`src/rtl/sprite_compositor.sv`:
```
// sprite_compositor
//   Pixel generator sitting just upstream of the VGA timing controller.
//   For every pixel clock it turns the background-local coordinate into one
//   read address per sprite ROM. It then merges the eight RGB332 texels that
//   come back by fixed priority with colour-key transparency. The result is
//   expanded to RGB888 and registered.
//
//   Pipeline (one pixel per clock, no stalls):
//     stage A  : address generation, enable captured      (1 cycle)
//     ROM      : external synchronous sprite ROMs         (ROM_LATENCY cycles)
//     stage C  : priority merge + RGB888 expansion, RGB register
//   From the edge that samples X/Y/SPRITES_EN to RGB: ROM_LATENCY + 1 edges,
//   i.e. RGB appears ROM_LATENCY + 2 cycles after the inputs are presented.
//
// Ports
//   VGA_CLK     in   1    pixel clock
//   RESET       in   1    synchronous, active-high; clears the whole pipeline
//   X, Y        in   10   background-local coordinate (10'h3FF off-screen)
//   SPRITES_EN  in   8    {BG, BLUE, GREEN, RED, YELLOW, LOSE, WIN, PWR}
//   ROM_ADDR    out  136  slice i*17 +: 17 addresses the ROM of enable bit i
//   ROM_DATA    in   64   slice i*8 +: 8 is the RGB332 texel of enable bit i
//   RGB         out  24   {R, G, B} to the controller
module sprite_compositor #(
  parameter int         ROM_LATENCY = 1,
  parameter logic [7:0] KEY_COLOR   = 8'hE3,
  parameter int         BG_HS       = 360,
  parameter int         BTN_HS      = 168,
  parameter int         BLUE_X      = 191,
  parameter int         BLUE_Y      = 191,
  parameter int         GREEN_X     = 1,
  parameter int         GREEN_Y     = 1,
  parameter int         RED_X       = 191,
  parameter int         RED_Y       = 1,
  parameter int         YELLOW_X    = 1,
  parameter int         YELLOW_Y    = 191,
  parameter int         LOSE_X      = 0,
  parameter int         LOSE_Y      = 110,
  parameter int         LOSE_HS     = 360,
  parameter int         WIN_X       = 0,
  parameter int         WIN_Y       = 120,
  parameter int         WIN_HS      = 360,
  parameter int         PWR_X       = 170,
  parameter int         PWR_Y       = 198,
  parameter int         PWR_HS      = 20
) (
  input  logic         VGA_CLK,
  input  logic         RESET,
  input  logic [9:0]   X,
  input  logic [9:0]   Y,
  input  logic [7:0]   SPRITES_EN,
  output logic [135:0] ROM_ADDR,
  input  logic [63:0]  ROM_DATA,
  output logic [23:0]  RGB
);

  // Sprite geometry indexed by enable bit: 7 = BG, 6 = BLUE ... 0 = PWR.
  function automatic logic [10:0] org_x(input int i);
    case (i)
      6:       org_x = 11'(BLUE_X);
      5:       org_x = 11'(GREEN_X);
      4:       org_x = 11'(RED_X);
      3:       org_x = 11'(YELLOW_X);
      2:       org_x = 11'(LOSE_X);
      1:       org_x = 11'(WIN_X);
      0:       org_x = 11'(PWR_X);
      default: org_x = 11'd0;
    endcase
  endfunction

  function automatic logic [10:0] org_y(input int i);
    case (i)
      6:       org_y = 11'(BLUE_Y);
      5:       org_y = 11'(GREEN_Y);
      4:       org_y = 11'(RED_Y);
      3:       org_y = 11'(YELLOW_Y);
      2:       org_y = 11'(LOSE_Y);
      1:       org_y = 11'(WIN_Y);
      0:       org_y = 11'(PWR_Y);
      default: org_y = 11'd0;
    endcase
  endfunction

  function automatic logic [16:0] stride(input int i);
    case (i)
      7:       stride = 17'(BG_HS);
      2:       stride = 17'(LOSE_HS);
      1:       stride = 17'(WIN_HS);
      0:       stride = 17'(PWR_HS);
      default: stride = 17'(BTN_HS);
    endcase
  endfunction

  // (Y - Yi) * stride + (X - Xi), modulo 2^17. Offsets are signed 11-bit and
  // sign-extended so a coordinate left of / above the origin wraps exactly
  // like the two's-complement result; no clamping is done.
  function automatic logic [16:0] sprite_addr(input int i,
                                              input logic [9:0] x,
                                              input logic [9:0] y);
    logic signed [10:0] dx;
    logic signed [10:0] dy;
    logic [16:0]        dx_w;
    logic [16:0]        dy_w;
    dx   = $signed({1'b0, x}) - $signed(org_x(i));
    dy   = $signed({1'b0, y}) - $signed(org_y(i));
    dx_w = {{6{dx[10]}}, dx};
    dy_w = {{6{dy[10]}}, dy};
    return dy_w * stride(i) + dx_w;
  endfunction

  // RGB332 -> RGB888 by bit replication so full-scale maps to 8'hFF.
  function automatic logic [23:0] rgb332_to_888(input logic [7:0] t);
    return {t[7:5], t[7:5], t[7:6],
            t[4:2], t[4:2], t[4:3],
            t[1:0], t[1:0], t[1:0], t[1:0]};
  endfunction

  logic [135:0] addr_d;
  logic [135:0] addr_q;
  logic [7:0]   en_p0_q;
  logic [7:0]   en_pd_q [ROM_LATENCY];
  logic [7:0]   en_al;
  logic [7:0]   pix;
  logic [23:0]  rgb_d;
  logic [23:0]  rgb_q;

  // ---- stage A: address generation ----
  always_comb begin
    addr_d = '0;
    for (int i = 0; i < 8; i++) begin
      if (SPRITES_EN[i]) addr_d[i*17 +: 17] = sprite_addr(i, X, Y);
    end
  end

  // ---- ROM latency: enable delay line, aligned with ROM_DATA ----
  assign en_al = en_pd_q[ROM_LATENCY-1];

  // ---- stage C: priority merge ----
  // BG is the fallback and ignores the key colour; walking the overlays from
  // BLUE (bit 6) down to PWR (bit 0) lets the higher-priority one win.
  always_comb begin
    pix = ROM_DATA[63:56];
    for (int i = 6; i >= 0; i--) begin
      if (en_al[i] && (ROM_DATA[i*8 +: 8] != KEY_COLOR)) pix = ROM_DATA[i*8 +: 8];
    end
    rgb_d = en_al[7] ? rgb332_to_888(pix) : 24'h000000;
  end

  always_ff @(posedge VGA_CLK) begin
    if (RESET) begin
      addr_q  <= '0;
      en_p0_q <= '0;
      for (int k = 0; k < ROM_LATENCY; k++) en_pd_q[k] <= '0;
      rgb_q   <= '0;
    end else begin
      addr_q     <= addr_d;
      en_p0_q    <= SPRITES_EN;
      en_pd_q[0] <= en_p0_q;
      for (int k = 1; k < ROM_LATENCY; k++) en_pd_q[k] <= en_pd_q[k-1];
      rgb_q      <= rgb_d;
    end
  end

  assign ROM_ADDR = addr_q;
  assign RGB      = rgb_q;

endmodule

```
`config.mk`:
```
export PLATFORM = sky130hd
export DESIGN_NAME = sprite_compositor
export DESIGN_NICKNAME = d
export VERILOG_FILES = /design/src/rtl/sprite_compositor.sv
export SDC_FILE = /design/constraint.sdc
export NUM_CORES = 1
export LEC_CHECK = 0
export CORE_ASPECT_RATIO = 1.2
export CORE_MARGIN = 2
export CORE_UTILIZATION = 60
export CTS_CLUSTER_SIZE = 8
export DETAILED_ROUTE_END_ITERATION = 7
export MAX_ROUTING_LAYER = met4
export PLACE_DENSITY = 0.94
export SLEW_MARGIN = 10
export SYNTH_ARGS = -nofsm -noshare
export SYNTH_HDL_FRONTEND = slang
export SYNTH_SLANG_ARGS = --single-unit
```
`constraint.sdc`:
```
create_clock -name VGA_CLK -period 13.6 [get_ports VGA_CLK]
set_input_delay 3.4 -clock VGA_CLK [delete_from_list [all_inputs] [get_ports VGA_CLK]]
set_output_delay 3.4 -clock VGA_CLK [all_outputs]
set_load 0.05 [all_outputs]
```
==> Word level (Yosys, flattened, before mapping) <==
Memory sizes are Yosys's and may differ from the RTL's.
Cells that the tools add are included.
{ "classes": {"add_sub_neg": 24, "n_mul": 8, "eq_ne": 7, "mux": 33, "bitwise": 9, "reduce_logical": 17} }
{ "ops": {"columns": ["cell", "count"], "rows": [
  ["11-bit subtractor", 16],
  ["11-bit 2-to-1 mux", 13],
  ["17-bit adder", 8],
  ["11-bit by 17-bit multiplier with 17-bit output", 8],
  ["17-bit 2-to-1 mux", 8],
  ["8-bit 2-to-1 mux", 8],
  ["8-bit != test, second input constant", 7],
  ["2-bit OR reduction", 9],
  ["1-bit NOT", 9],
  ["8-bit OR reduction", 1],
  ["1-bit logical AND", 7],
  ["1-bit 2-to-1 mux", 4]
]} }
{ "totals": {"regBits": 168, "mem_bits_rw": 8, "in_bits": 94, "out_inout_bits": 160, "word_cells": 109, "n_memories": 1} }
{ "mem_list": {"columns": ["name", "words", "width", "read_ports", "rd_clocked_by_memory_dff", "wr", "line", "text"], "rows": [
  ["en_pd_q", 1, 8, 1, 0, 1, "120", "logic [7:0] en_pd_q [ROM_LATENCY];"]
]} }

==> Depth between registers and ports, before layout <==
Gate-level depths: netlist of run 1.
{ "logic_depth": {"word_depth": 9, "depth_mapped": 24} }

==> Worst setup path after synthesis of run 1 <==
No wires, ideal clock.
{ "synth_timing": {"kind": "input-to-reg", "from": "input Y[3]", "to": "register addr_q[84] (netlist: ROM_ADDR[84])", "setup_time_ns": 0.128, "arrival_time_ns": 8.525, "required_time_ns": 13.472, "slack_ns": 4.947, "path_stages": 22, "n_path_buf": 1, "path_cell_list": "clkbuf_1 > inv_1 > ha_1 > inv_1 > o21ai_0 > or3_1 > nand2_1 > nand2_1 > nor2_1 > ha_1 > ha_1 > fa_1 > fa_1 > inv_1 > fa_1 > inv_1 > ha_1 > o21a_1 > a2111oi_0 > nor3_1 > xnor2_1 > nor2_1"} }
{ "synth_via": {"elab_chain_len": 3} }
{ "synth_lines": {"columns": ["element", "line", "text"], "rows": [
  ["start: declaration", "49", "input logic [9:0] Y,"],
  ["11-bit subtractor", "104", "dy = $signed({1'b0, y}) - $signed(org_y(i));"],
  ["11-bit by 17-bit multiplier with 17-bit output", "107", "return dy_w * stride(i) + dx_w;"],
  ["17-bit adder", "107", null],
  ["end signal: assignment", "155", "addr_q <= addr_d;"],
  ["end: declaration", "118", "logic [135:0] addr_q;"]
]} }
No other way between the ends.
A chain may end at the register's enable or synchronous reset.

==> Final worst setup path of run 1 <==
Same ends and word-level chain as after synthesis.

==> results of run 1 <==
## report_power, final
part / switching (W) / total, W / internal (W)
logic: 0.00168 / 0.00283 / 0.00115
clock network: 0.000214 / 0.000499 / 0.000285
registers: 0.0000301 / 0.000600 / 0.000570
## cells in the final DEF, fill, tap and decap left out, types with 4 or more instances in the layout
cell               n
nand3_1           12
clkbuf_16         17
nor2_1           113
a21boi_0           4
or3_1              4
a221oi_1           6
o211ai_1           6
nand2b_1          15
a211oi_1          25
a2111oi_0          7
fa_1             158
inv_6              4
and2_1            43
ha_1             375
o22ai_1            5
o41ai_1            4
nand2_1           57
and3_1             4
nor3_1            39
nand4_1            6
nand4b_1           5
xor2_1            25
a21o_1            28
inv_1            405
o31ai_1            4
o31a_1             8
dfxtp_1          160
xnor2_1           91
o41ai_2            4
nor2b_1           25
o21a_1            31
o21ai_0           59
a21oi_1           47
a2111o_1           4
nor3b_1            5
a31oi_1           12
clkdlybuf4s50_1  253
## flip-flops by register name (all words and copies together) (netlist names)
signal and count:
en_p0_q 8, RGB 8, ROM_ADDR 136, en_pd_q 8
## logic make-up after synthesis
group | count (synthesis) | share of synthesized area, %
adders and majority gates | 533 | 44.93
DFF | 160 | 18.32
and+or+nand+nor | 343 | 9.732
AOI/OAI and AO/OA | 275 | 10.91
buffers and inverters | 451 | 10.13
xor gates and xnor gates | 116 | 5.811
muxes | 3 | 0.1718
## routing by layer
layer,GRT usage [%],vias up,share of wire (%)
li1,-,6604,-
met1,32.74,6697,38
met2,55.21,465,52
met3,3.992,138,5.0
met4,15.32,0,4.8
met5,-,-,0
## worst max-delay path: stages
cell and delay, ps:
clkdlybuf4s50_1 890, inv_1 370, ha_1 300, inv_1 60
o21ai_0 110, or3_1 380, nand2_1 90, nand2_1 110
nor2_1 330, ha_1 310, ha_1 300, fa_1 530
fa_1 550, inv_1 60, fa_1 530, inv_1 40
ha_1 360, o21a_1 240, a2111oi_0 480, nor3_1 130
xnor2_1 160, nor2_1 50
## through the flow
stage / instances / power, W / worst slack [ps] / utilization (%) / instance area [µm²]
2_1_floorplan: 1881 / 0.002683 / 4947 / - / 17480
3_3_place_gp: 2478 / 0.003275 / 3935 / 70.50 / 20270
3_5_place_dp: 2478 / 0.003394 / 3752 / 70.50 / 20270
4_1_cts: 2510 / 0.003931 / 4168 / 72.59 / 20880
5_1_grt: 2513 / 0.004278 / 3747 / 72.62 / 20880
6_report: 2513 / 0.003931 / 4115 / 72.62 / 20880
## final cells by class
type | instances | area [µm²]
Multi-Input combinational cell | 1270 | 12510
Fill cell | 2083 | 7874
Sequential cell | 160 | 3203
Timing Repair Buffer | 255 | 2547
Inverter | 408 | 1531
Tap cell | 385 | 481.7
Clock buffer | 20 | 456.7
Clock inverter | 12 | 146.4
Antenna cell | 3 | 7.507
## final timing paths
kind | start | end | cells after the start
worst max-delay path | Y[3] | ROM_ADDR[84] | 22
worst min-delay path | en_p0_q[2] | en_pd_q[0][2] | 1
worst max register to register | en_pd_q[0][6] | RGB[21] | 6
worst min register to register | en_p0_q[2] | en_pd_q[0][2] | 1
==> results_dict.tcl, run 1 <==
set metrics [dict create \
    ir_drop_mv 0.1746 \
    rsz0062_at_grt "false" \
    min_period_ps 9485 \
    leakagePower_nw 10.29 \
    synth_area_mm2 0.01748 \
    grt_pass1_vias 14600 \
    synthTopCellsByCount "inv_1, ha_1, dfxtp_1, fa_1, nor2_1" \
    cts_tree "done" \
    die_x_um 159.8 \
    ys_warn_count 0 \
    die_y_um 191 \
    synth_seq_area_share_pct 18.32 \
    avgSynthCellArea_um2 9.295 \
    synth_area_leaders "ha_1, dfxtp_1, fa_1" \
    cts_resized 0 \
    antenna_found_initial 3 \
    worstMarginPinSlew_ps 824.8 \
    synth-seq-cells 160 \
    antenna_left 0 \
    start_util_pct 60.80 \
    die-area_mm2 0.03053 \
    area_delta_synth_final_pct 19.44 \
    synth_edf_count 0 \
    crit_arrival_ps 9800 \
    relSlewSlack_pct 44.41 \
    ios 254 \
    finalHoldViolations 0 \
    holdBufCountCts 0 \
    dp_hpwl_um 37500 \
    yosysMostFrequentCell "inv_1" \
    max_freq_mhz 105.4 \
    place.gp.congestion 0.9427 \
    cts_htree_levels 4 \
    core_mm2 0.02876 \
    vias_per_cell 5.533 \
    grt_max_degree 19 \
    post_cts_buffers 0 \
    drt_iter0_markers 758 \
    synthCells 1881 \
    worst_ep_required_time_ps 13920 \
    slew_viol_final 0 \
    timing.hold.ws_ps 436.6 \
    grt_overflow 0 \
    cts_made_buffers 17 \
    grt_pass1_wl_um 71730 \
    nets 2739 \
    hold_class "reg2reg" \
    synth_top_cell_by_area "ha_1" \
    io_buffers 253 \
    fin_worst_skew_ps 9.066 \
    finalSetupViolations 0 \
    cp_max_fo 14 \
    dr.pass1.iters 8 \
    wl_per_cell_um 17.80 \
    ys.flop_type "dfxtp_1" \
    track_usage_pct 30.43 \
    clkSinkCount 160 \
    rows 68 \
    drc_errors 1 \
    synth_nets 2508 \
    drive_above_1_share_pct 2.165 \
    status "complete, but fails checks" \
    ctsRootBufferMaster "clkbuf_16" \
    wirelength_um 44740 \
    async_flop_share_pct 0 \
    clk_pin_slew_ps 60 \
    violations "DRC" \
    drv_cap 0 \
    tns_ps 0 \
    end_kind "register" \
    vias 13900 \
    pwr_density_cell_mw_per_mm2 188.2 \
    r2r_slack_ps 11810 \
    worstSetupStartpointType "input port" \
    finalCritPeriodShare_pct 69.74 \
    cts_buffer_depth 2 \
    clock_latency_ps 450 \
    netlist.area_leader.share_pct 26.84 \
    crit_type "in2reg" \
    ys_types 61 \
]
Note: power is estimated with default switching activity, not from simulation.
==> run 2: changes to the inputs <==
--- a/config.mk
+++ b/config.mk
@@ -7,11 +7,11 @@
 export LEC_CHECK = 0
 export CORE_ASPECT_RATIO = 1.2
 export CORE_MARGIN = 2
-export CORE_UTILIZATION = 60
+export CORE_UTILIZATION = 57
 export CTS_CLUSTER_SIZE = 8
 export DETAILED_ROUTE_END_ITERATION = 7
 export MAX_ROUTING_LAYER = met4
-export PLACE_DENSITY = 0.94
+export PLACE_DENSITY = 0.9
 export SLEW_MARGIN = 10
 export SYNTH_ARGS = -nofsm -noshare
 export SYNTH_HDL_FRONTEND = slang
==> constraint.sdc (replaced) <==
create_clock -name VGA_CLK -period 9.32 [get_ports VGA_CLK]
set_input_delay 2.33 -clock VGA_CLK [delete_from_list [all_inputs] [get_ports VGA_CLK]]
set_output_delay 2.33 -clock VGA_CLK [all_outputs]
set_load 0.05 [all_outputs]
==> results_dict.tcl, run 2 (synthesis results as in run 1) <==
set metrics [dict create \
    finalCritPeriodShare_pct 86.05 \
    crit_path_max_incr_delay_ps 650 \
    grt_max_degree 19 \
    die-area_mm2 0.03210 \
    switching_share_pct 49.14 \
    clkSinkCount 160 \
    clock_latency_ps 440 \
    start_util_pct 57.70 \
    worstMarginPinSlew_ps 862.7 \
    track_usage_pct 28.94 \
    grt_pass1_vias 14760 \
    power_w 0.005697 \
    place_worst_setup_slack_ps 896.6 \
    rsz0062_at_grt "false" \
    cts_made_buffers 17 \
    crit_start "Y[1]" \
    crit_end "ROM_ADDR[84]" \
    wl_per_cell_um 17.32 \
    r2r_start "en_pd_q[0][6]" \
    drc_errors 0 \
    drive_above_1_share_pct 2.487 \
    seq_power_share_pct 15.3 \
    cp_max_fo 10 \
    clockPowerShare_pct 12.4 \
    crit_path_top_delay_cell "clkdlybuf4s50_1" \
    grt_pass1_wl_um 71330 \
    place.gp.congestion 0.9663 \
    rows 70 \
    fin_worst_skew_ps 8.040 \
    drt_iter0_markers 862 \
    cts_buffer_depth 2 \
    ios 254 \
    die_y_um 195.9 \
    dr.pass1.iters 5 \
    nets 2745 \
    n_fill_cell 2306 \
    area_delta_synth_final_pct 19.69 \
    seq_area_mm2 0.003203 \
    relSlewSlack_pct 41.86 \
    cts_htree_levels 4 \
    pwr_density_cell_mw_per_mm2 272.3 \
    vias_per_cell 5.457 \
    cts_resized 0 \
    reg2reg_to "RGB[21]" \
    grt_overflow 0 \
    clk_pin_slew_ps 70 \
    switchingPower_w 0.002800 \
    r2r_slack_ps 7460 \
    holdBufCountCts 0 \
    die_x_um 163.9 \
    dp_hpwl_um 37250 \
    hold_class "reg2reg" \
    finalHoldViolations 0 \
    drv_cap 0 \
    finalSetupViolations 0 \
    crit_type "in2reg" \
    multi_input_area_mm2 0.01251 \
    crit_top_cell "ha_1" \
    end_kind "register" \
    tns_ps 0 \
    path_cells "clkdlybuf4s50_1 -> inv_1 -> ha_1 -> o21ai_0 -> or3_1 -> nand2_1 -> nand2_1 -> nor2_1 -> ha_1 -> ha_1 -> fa_1 -> fa_1 -> inv_1 -> fa_1 -> inv_1 -> ha_1 -> o21a_1 -> a2111oi_0 -> nor3_1 -> xnor2_1 -> nor2_1" \
    post_cts_buffers 0 \
    slew_viol_final 0 \
    layout_common_cells "inv_1, ha_1, clkdlybuf4s50_1" \
    setup_ws_ps 1300 \
    max_freq_mhz 124.7 \
    antenna_found_initial 1 \
    worstSetupStartpointType "input port" \
    hp-start "en_p0_q[3]" \
    ctsRootBufferMaster "clkbuf_16" \
    crit_arrival_ps 8330 \
    io_buffers 253 \
    final_common_cell "inv_1" \
    ir_drop_mv 0.2651 \
    leakagePower_nw 10.31 \
    antenna_left 0 \
    internal-power_w 0.002898 \
    wirelength_um 43780 \
    largest_reg_flops 136 \
    power_frac_comb_pct 72.3 \
    worst_ep_required_time_ps 9630 \
    cts_tree "done" \
    core_mm2 0.03030 \
    reg2reg_depth 6 \
    min_period_ps 8020 \
    status "finished, final reports clean" \
    vias 13800 \
]
[run 2: power by group through the flow]
stage	combinational, W	sequential [W]	clock, W
floorplan	0.00254	0.00138	0
global placement	0.00390	0.000888	0
detailed placement	0.00405	0.000891	0
CTS	0.00410	0.000876	0.000722
global route	0.00459	0.000886	0.000748
finish	0.00412	0.000873	0.000708
[run 2: cell type report]
type / instances / area share [%]
Timing Repair Buffer: 261 / 12.39
Inverter: 408 / 7.318
Multi-Input combinational cell: 1270 / 59.78
Sequential cell: 160 / 15.31
Clock buffer: 17 / 2.033
Tap cell: 396 / 2.368
Antenna cell: 1 / 0.01196
Clock inverter: 15 / 0.7952
[run 2: critical path: cells and delay by family]
| family | cells | cell delay, ps |
|---|---|---|
| buffers and inverters | 4 | 1150 |
| AND/OR/NAND/NOR | 6 | 1080 |
| adder cells (fa/ha/maj) | 7 | 2850 |
| XOR/XNOR | 1 | 140 |
| AO/OA/AOI/OAI | 3 | 770 |
[run 2: how the worst min path moves through the flow]
stage,endpoint,slack [ps],cells after the start
finish,en_pd_q[0][3],440,1
global route,en_pd_q[0][3],460,1
CTS,en_pd_q[0][3],440,1
detailed placement,en_pd_q[0][1],420,1
global placement,en_pd_q[0][2],420,1
floorplan,en_pd_q[0][0],410,1
[run 2: per-stage QoR]
step                instances  cell area (µm²)  utilization, %  hold slack [ps]
global route             2528            20930           69.05            455.1
floorplan                1881            17480               -            413.8
detailed placement       2495            20330           67.09            424.5
global placement         2495            20330           67.09            417.0
finish                   2528            20930           69.05            437.3
CTS                      2527            20920           69.05            439.7
[run 2: routing by layer]
| layer | GRT usage (%) | part of all wire (%) | up-vias |
|---|---|---|---|
| met1 | 32.84 | 40 | 6667 |
| met2 | 50.92 | 52 | 414 |
| met4 | 12.77 | 4.2 | 0 |
| met3 | 3.552 | 4.7 | 103 |
| met5 | - | 0 | - |
| li1 | - | - | 6612 |
